--- config.mk ---
export PLATFORM = sky130hd
export DESIGN_NAME = div_arbiter
export DESIGN_NICKNAME = d
export VERILOG_FILES = /design/src/rtl/div_arbiter.sv
export SDC_FILE = /design/constraint.sdc
export NUM_CORES = 1
export LEC_CHECK = 0
export ABC_CLOCK_PERIOD_IN_PS = 2150
export BUFFER_PORTS_ARGS = -buffer_cell sky130_fd_sc_hd__buf_2
export CORE_AREA = 2 2 154 156
export CTS_BUF_LIST = sky130_fd_sc_hd__clkbuf_8
export CTS_CLUSTER_DIAMETER = 100
export DETAILED_ROUTE_END_ITERATION = 10
export DIE_AREA = 0 0 156 158
export PLACE_DENSITY = 0.55
export SETUP_SLACK_MARGIN = 0.02
export SYNTH_ARGS = -nofsm -noshare
export SYNTH_HDL_FRONTEND = slang
export SYNTH_SLANG_ARGS = --single-unit
--- constraint.sdc ---
create_clock -name clk -period 2.15 [get_ports clk]
set_input_delay 0.43 -clock clk [delete_from_list [all_inputs] [get_ports clk]]
set_output_delay 0.43 -clock clk [all_outputs]
set_load 0.01 [all_outputs]
--- src/rtl/div_arbiter.sv ---
// Shares one iterative divider between two requesters with round-robin grant, abort and result return.
// Latency: ack one cycle after grant, done one cycle after div_ready_i; owner holds done until it drops req.
// Optional one-entry result cache: define DIV_ARB_RESULT_CACHE_EN.
module div_arbiter #(
    parameter int DW = 32
) (
    input  logic            clk,
    input  logic            rst,
    input  logic            flush,
    input  logic            req0,
    input  logic            req1,
    input  logic            signed0,
    input  logic            signed1,
    input  logic [DW-1:0]   a0,
    input  logic [DW-1:0]   a1,
    input  logic [DW-1:0]   b0,
    input  logic [DW-1:0]   b1,
    output logic            ack0,
    output logic            ack1,
    output logic            done0,
    output logic            done1,
    output logic [2*DW-1:0] result0,
    output logic [2*DW-1:0] result1,
    output logic            div_start_o,
    output logic            div_signed_o,
    output logic [DW-1:0]   div_op1_o,
    output logic [DW-1:0]   div_op2_o,
    output logic            div_annul_o,
    input  logic [2*DW-1:0] div_result_i,
    input  logic            div_ready_i,
    output logic            busy_o,
    output logic            owner_o
);

    localparam logic [1:0] IDLE = 2'd0;
    localparam logic [1:0] RUN  = 2'd1;
    localparam logic [1:0] RESP = 2'd2;

    logic [1:0]      state_q, state_d;
    logic            owner_q, owner_d;
    logic            rr_q, rr_d;
    logic            signed_q, signed_d;
    logic [DW-1:0]   op1_q, op1_d;
    logic [DW-1:0]   op2_q, op2_d;
    logic            ack_q, ack_d;
    logic            annul_q, annul_d;
    logic [2*DW-1:0] res_q, res_d;

    logic            req_own;
    logic            win;
    logic            win_signed;
    logic [DW-1:0]   win_a;
    logic [DW-1:0]   win_b;
    logic            grant;
    logic            hit;
    logic [2*DW-1:0] hit_res;

    assign req_own    = owner_q ? req1 : req0;
    // Contention is settled by the pointer; a lone requester always wins.
    assign win        = (req0 & req1) ? rr_q : req1;
    assign win_signed = win ? signed1 : signed0;
    assign win_a      = win ? a1 : a0;
    assign win_b      = win ? b1 : b0;
    assign grant      = (state_q == IDLE) && (req0 | req1) && !flush;

`ifdef DIV_ARB_RESULT_CACHE_EN
    logic            c_vld_q;
    logic            c_sgn_q;
    logic [DW-1:0]   c_a_q;
    logic [DW-1:0]   c_b_q;
    logic [2*DW-1:0] c_res_q;

    assign hit     = c_vld_q && (c_sgn_q == win_signed) && (c_a_q == win_a) && (c_b_q == win_b);
    assign hit_res = c_res_q;

    // Only divider-sourced results are cached; flush leaves the entry intact.
    always_ff @(posedge clk or negedge rst) begin
        if (!rst) begin
            c_vld_q <= 1'b0;
            c_sgn_q <= 1'b0;
            c_a_q   <= '0;
            c_b_q   <= '0;
            c_res_q <= '0;
        end else if (state_q == RUN && state_d == RESP) begin
            c_vld_q <= 1'b1;
            c_sgn_q <= signed_q;
            c_a_q   <= op1_q;
            c_b_q   <= op2_q;
            c_res_q <= div_result_i;
        end
    end
`else
    assign hit     = 1'b0;
    assign hit_res = '0;
`endif

    always_comb begin
        state_d  = state_q;
        owner_d  = owner_q;
        rr_d     = rr_q;
        signed_d = signed_q;
        op1_d    = op1_q;
        op2_d    = op2_q;
        res_d    = res_q;
        ack_d    = 1'b0;
        annul_d  = 1'b0;
        case (state_q)
            IDLE: begin
                if (grant) begin
                    owner_d  = win;
                    signed_d = win_signed;
                    op1_d    = win_a;
                    op2_d    = win_b;
                    ack_d    = 1'b1;
                    if (hit) begin
                        res_d   = hit_res;
                        state_d = RESP;
                    end else begin
                        state_d = RUN;
                    end
                end
            end
            RUN: begin
                // Abort wins over a coincident div_ready_i.
                if (flush || !req_own) begin
                    annul_d = 1'b1;
                    state_d = IDLE;
                end else if (div_ready_i) begin
                    res_d   = div_result_i;
                    state_d = RESP;
                end
            end
            RESP: begin
                if (!req_own) begin
                    rr_d    = ~owner_q;
                    state_d = IDLE;
                end
            end
            default: state_d = IDLE;
        endcase
    end

    always_ff @(posedge clk or negedge rst) begin
        if (!rst) begin
            state_q  <= IDLE;
            owner_q  <= 1'b0;
            rr_q     <= 1'b0;
            signed_q <= 1'b0;
            op1_q    <= '0;
            op2_q    <= '0;
            ack_q    <= 1'b0;
            annul_q  <= 1'b0;
            res_q    <= '0;
        end else begin
            state_q  <= state_d;
            owner_q  <= owner_d;
            rr_q     <= rr_d;
            signed_q <= signed_d;
            op1_q    <= op1_d;
            op2_q    <= op2_d;
            ack_q    <= ack_d;
            annul_q  <= annul_d;
            res_q    <= res_d;
        end
    end

    assign ack0         = ack_q & ~owner_q;
    assign ack1         = ack_q & owner_q;
    assign done0        = (state_q == RESP) & ~owner_q;
    assign done1        = (state_q == RESP) & owner_q;
    assign result0      = done0 ? res_q : '0;
    assign result1      = done1 ? res_q : '0;
    assign div_start_o  = (state_q == RUN);
    assign div_signed_o = signed_q;
    assign div_op1_o    = op1_q;
    assign div_op2_o    = op2_q;
    assign div_annul_o  = annul_q;
    assign busy_o       = (state_q != IDLE);
    assign owner_o      = owner_q;

endmodule

Word level (Yosys, flattened, before mapping)
Index checks and enable logic that the tools add are counted.
Operators by class
  reductions and logical operators: 11
  mux-type cells: 16
  bitwise operators: 9
  eq/ne operators: 5
Operators by type and width (count)
  $mux W64: 2
  $mux W32: 2
  $mux W2: 4
  $mux W1: 7
  $pmux W2 S3: 1
  $reduce_and A3 Y1: 2
  $and A1 B1 Y1: 5
  $ne A2 B2 Y1 const B: 2
  $reduce_and A2 Y1: 2
  $ne A3 B1 Y1 const B: 1
  $not A1 Y1: 3
  $eq A2 B1 Y1 const B: 1
  $eq A2 B2 Y1 const B: 1
  $logic_and A1 B1 Y1: 2
  $logic_not A1 Y1: 2
  $logic_not A2 Y1: 1
  $reduce_bool A2 Y1: 1
  $logic_or A1 B1 Y1: 1
  $or A1 B1 Y1: 1
Word-level totals
  logic and storage cells: 50
  register bits: 135
  output and inout bits: 201
  input port bits: 200

Logic depth before layout (Yosys ltp)
  depth in word-level cells: 5
  mapped depth: 6
  depth with buffers taken out: 3

Worst setup path before layout
Ideal clock, no wire load.
  kind: input to register
  start: input port req0
  end: register res_q[10]
  setup slack: 0.291 ns
  stages on the path: 6
  buffers on the path: 3
  library setup time: 0.125 ns
  arrival time: 1.734 ns
  data required time: 2.025 ns
  cell sequence: clkbuf_1 > mux2i_1 > or4_1 > buf_6 > buf_12 > mux2_4
On the way
  longest elaborated chain between the ends: 5
Ends and longest elaborated chain
  start: declaration: RTL line 10  | input logic req0,
  $mux W1: RTL line 58  | assign req_own = owner_q ? req1 : req0;
  $logic_not A1 Y1
  $logic_or A1 B1 Y1: RTL line 125  | if (flush || !req_own) begin
  $not A1 Y1 (no source line)
  $reduce_and A3 Y1 (no source line)
  end signal: assignment: RTL line 163  | res_q <= res_d;
  end: declaration: RTL line 47  | logic [2*DW-1:0] res_q, res_d;
Every way passes these cells.
A chain may end at the register's enable or synchronous reset.

Worst setup path after layout
  start: register state_q[0]
  end: output port result1[13]
On the way
  longest elaborated chain between the ends: 3
Ends and longest elaborated chain
  start: declaration: RTL line 39  | logic [1:0] state_q, state_d;
  start signal: assignment: RTL line 155  | state_q <= state_d;
  $eq A2 B2 Y1: RTL line 170  | assign done1 = (state_q == RESP) & owner_q;
  $and A1 B1 Y1: RTL line 170
  $mux W64: RTL line 172  | assign result1 = done1 ? res_q : '0;
  end: declaration: RTL line 23  | output logic [2*DW-1:0] result1,
Every way passes these cells.

==> impl_metrics.ini <==
[floorplanning]
chipWidth_um = 156
initial_core_util = 0.299
core_area_mm2 = 0.0231
rows = 56
die_height_um = 158
die_area_mm2 = 0.0246
io_pins = 401

[status]
violations = negative setup slack
status = finished, violations left

[clock_network]
cts_root_buf = clkbuf_8
cts_buffer_depth = 2
cts_made_buffers = 17
cts_htree_levels = 4
clk_pin_slew_worst_paths_ns = 0.09
worstSkewPairLatency_ns = 0.45
cts_tree = yes
numClockSinks = 135

[timing]
whs_ns = 0.212
worst_pin_slew_ns = 0.588
fmax_mhz = 464
fin_crit_sh = 1.00
rsz0062_at_grt = yes
fin_ws_ns = -0.00449
finalCriticalPeriod_ns = 2.15
slew_violations = 0
tns_ns = -0.00559
maxSlewHeadroom = 0.608
finalClockSkew_ns = 0.0177
hold_viol = 0
finalSetupViolCount = 3

[worst_setup_path]
critPathLaunchType = register
arrival_ns = 1.72
endpoint_kind = output port
cp.required_ns = 1.72
cp_max_fo = 8
crit_type = reg2out
reg2reg_slack_ns = 0.08

[synthesis]
ys_async_sr_fraction = 1.00
synth_compound_area_frac = 0.112
yosys_warnings = 0
synth_top_family_by_area = simple AND/OR/NAND/NOR gates
synth_edf_count = 0
synth_cells = 539
synth.mux.area_fraction = 0.139
avgSynthCellArea_um2 = 12.8
yosys.area.top_type_share = 0.490
synth_largest_area_cell = dfrtp_1
synth_most_common_cell = dfrtp_1
synth-main-ff-cell = dfrtp_1
yosys.area_share.simple = 0.211
synthesis.nets = 739
synth_cell_type_count = 28
ys_top_cells_by_count = dfrtp_1, and2_1, nand4b_1, o221a_2, mux2_4
ys_ff_latch = 135
synth.area.top_cells = dfrtp_1, mux2_4, and2_1
netlist_area_mm2 = 0.00690
synthXorXnorAreaFrac = 0
seq_area_frac_synth = 0.490
synthAdderAreaFrac = 0

[global_routing]
busiest_layer = met2
grt_use_met2 = 0.316
met3_usage = 0.0558
grt-ovfl-total = 0
grt_pass1_vias = 5777
grt_usage = 0.179
grt_pass1_wl_um = 33700
grt_max_degree = 66
grt_use_met1 = 0.214
antenna_found_initial = 2

[drt]
drc = 0
num_vias = 6045
viasPerCell = 4.86
wirelength_um = 25300
wl_per_cell_um = 20.3
drt_first_pass_iters = 4
drtAntennaViolNets = 0
drt-initial-drc-count = 293

[pwr]
p_int_w = 0.00622
switching_power_w = 0.00309
swShare = 0.332
power_frac_comb = 0.318
leakage_nw = 5.30
p_seq_frac = 0.452
clkPwrFrac = 0.229
ir_drop_mv = 0.349
p_per_area_mw_per_mm2 = 866

[run]
maxCapViolCount = 0

[finish]
syn2layout_area_growth_pct = 55.8
layout-drive-gt1-share = 0.728
fillers = 2143
fin_nets = 1139

[place]
dp_slack_ns = 0.146
dp_hpwl_um = 16400
gp_congestion = 0.777
io_buffers = 400

[min_path]
hold_class = in2reg
[kinds of logic after synthesis]
group | count (synthesis)
simple gates | 208
flops | 135
compound gates | 71
mux | 65
buf+inv | 60
[final cells by class]
cell class                 instances  area, um2  share of cell area
tap                              290        363              0.0338
inverter                           3       13.8             0.00128
clock buffer                      18        248              0.0231
sequential                       135       3380               0.314
antenna                            2       5.00            0.000466
multi-input combinational        344       3430               0.319
timing repair buffer             438       3170               0.295
clock inverter                    14        143              0.0133
[worst max-delay path: stages, from the launching register on]
cell	delay [ns]
dfrtp_1	0.38
nand2b_4	0.18
nor2_4	0.11
buf_12	0.17
buf_6	0.17
and2_1	0.14
buf_2	0.12
[power groups by stage]
stage	clock, W	combinational, W	sequential (W)
detailed placement	0	0.00284	0.00418
global placement	0	0.00278	0.00419
floorplan	0	0.00164	0.00409
global route	0.00233	0.00318	0.00433
finish	0.00214	0.00296	0.00421
CTS	0.00221	0.00288	0.00416
[cells in the final DEF (no fill, tap or decap), types with 2 or more instances in the layout]
master,synthesis,layout
diode_2,0,2
mux2_2,4,4
clkbuf_16,0,6
and2_4,0,82
buf_4,0,11
buf_16,0,2
and2_1,128,46
o31ai_1,2,2
inv_1,3,2
nor2_4,0,2
inv_8,0,2
buf_2,4,315
clkinv_4,0,5
buf_12,6,15
mux2_4,60,60
buf_6,1,87
clkinvlp_4,0,2
o221a_2,65,65
clkbuf_8,0,18
nand2b_1,3,2
nor2_1,4,2
nand4b_1,65,65
dfrtp_1,135,135
inv_6,0,3
[stage by stage]
| step | cells | utilization | total power, W | area (um2) |
|---|---|---|---|---|
| 2_1_floorplan | 539 | - | 0.00573 | 6900 |
| 3_3_place_gp | 1192 | 0.402 | 0.00697 | 9280 |
| 3_5_place_dp | 1192 | 0.402 | 0.00702 | 9280 |
| 4_1_cts | 1230 | 0.426 | 0.00924 | 9830 |
| 5_1_grt | 1242 | 0.466 | 0.00985 | 10700 |
| 6_report | 1244 | 0.466 | 0.00931 | 10700 |
[routing by layer]
metal	share of wire	routed length, um	vias to the layer above
met5	0.00051	13	-
li1	-	-	2797
met3	0.075	1900	18
met4	0.0097	246	2
met2	0.52	13100	273
met1	0.40	10000	2955
[registers in the layout, indices dropped and copies added (netlist names)]
register,flops
res_q,64
div_op1_o,32
div_op2_o,32
state_q,2
ack_q,1
div_annul_o,1
div_signed_o,1
owner_o,1
rr_q,1
[repair_timing]
action,CTS,global route
resized for setup,16,160
pin swaps,9,33
hold buffers,1,0
setup endpoints to repair,130,129
setup buffers,3,3
hold endpoints to repair,24,0
gates cloned,2,9
[worst paths after layout]
| check | cells after the start | from | endpoint |
|---|---|---|---|
| worst min-delay path | 2 | div_result_i[37] | res_q[37] |
| min in group asynchronous | 2 | rst | div_op1_o[22] |
| worst max register to register | 6 | owner_o | res_q[51] |
| worst max-delay path | 6 | state_q[0] | result1[13] |
| max in group asynchronous | 3 | rst | res_q[38] |
| worst min register to register | 1 | res_q[35] | res_q[35] |
Note: power is estimated with default switching activity, not from simulation.
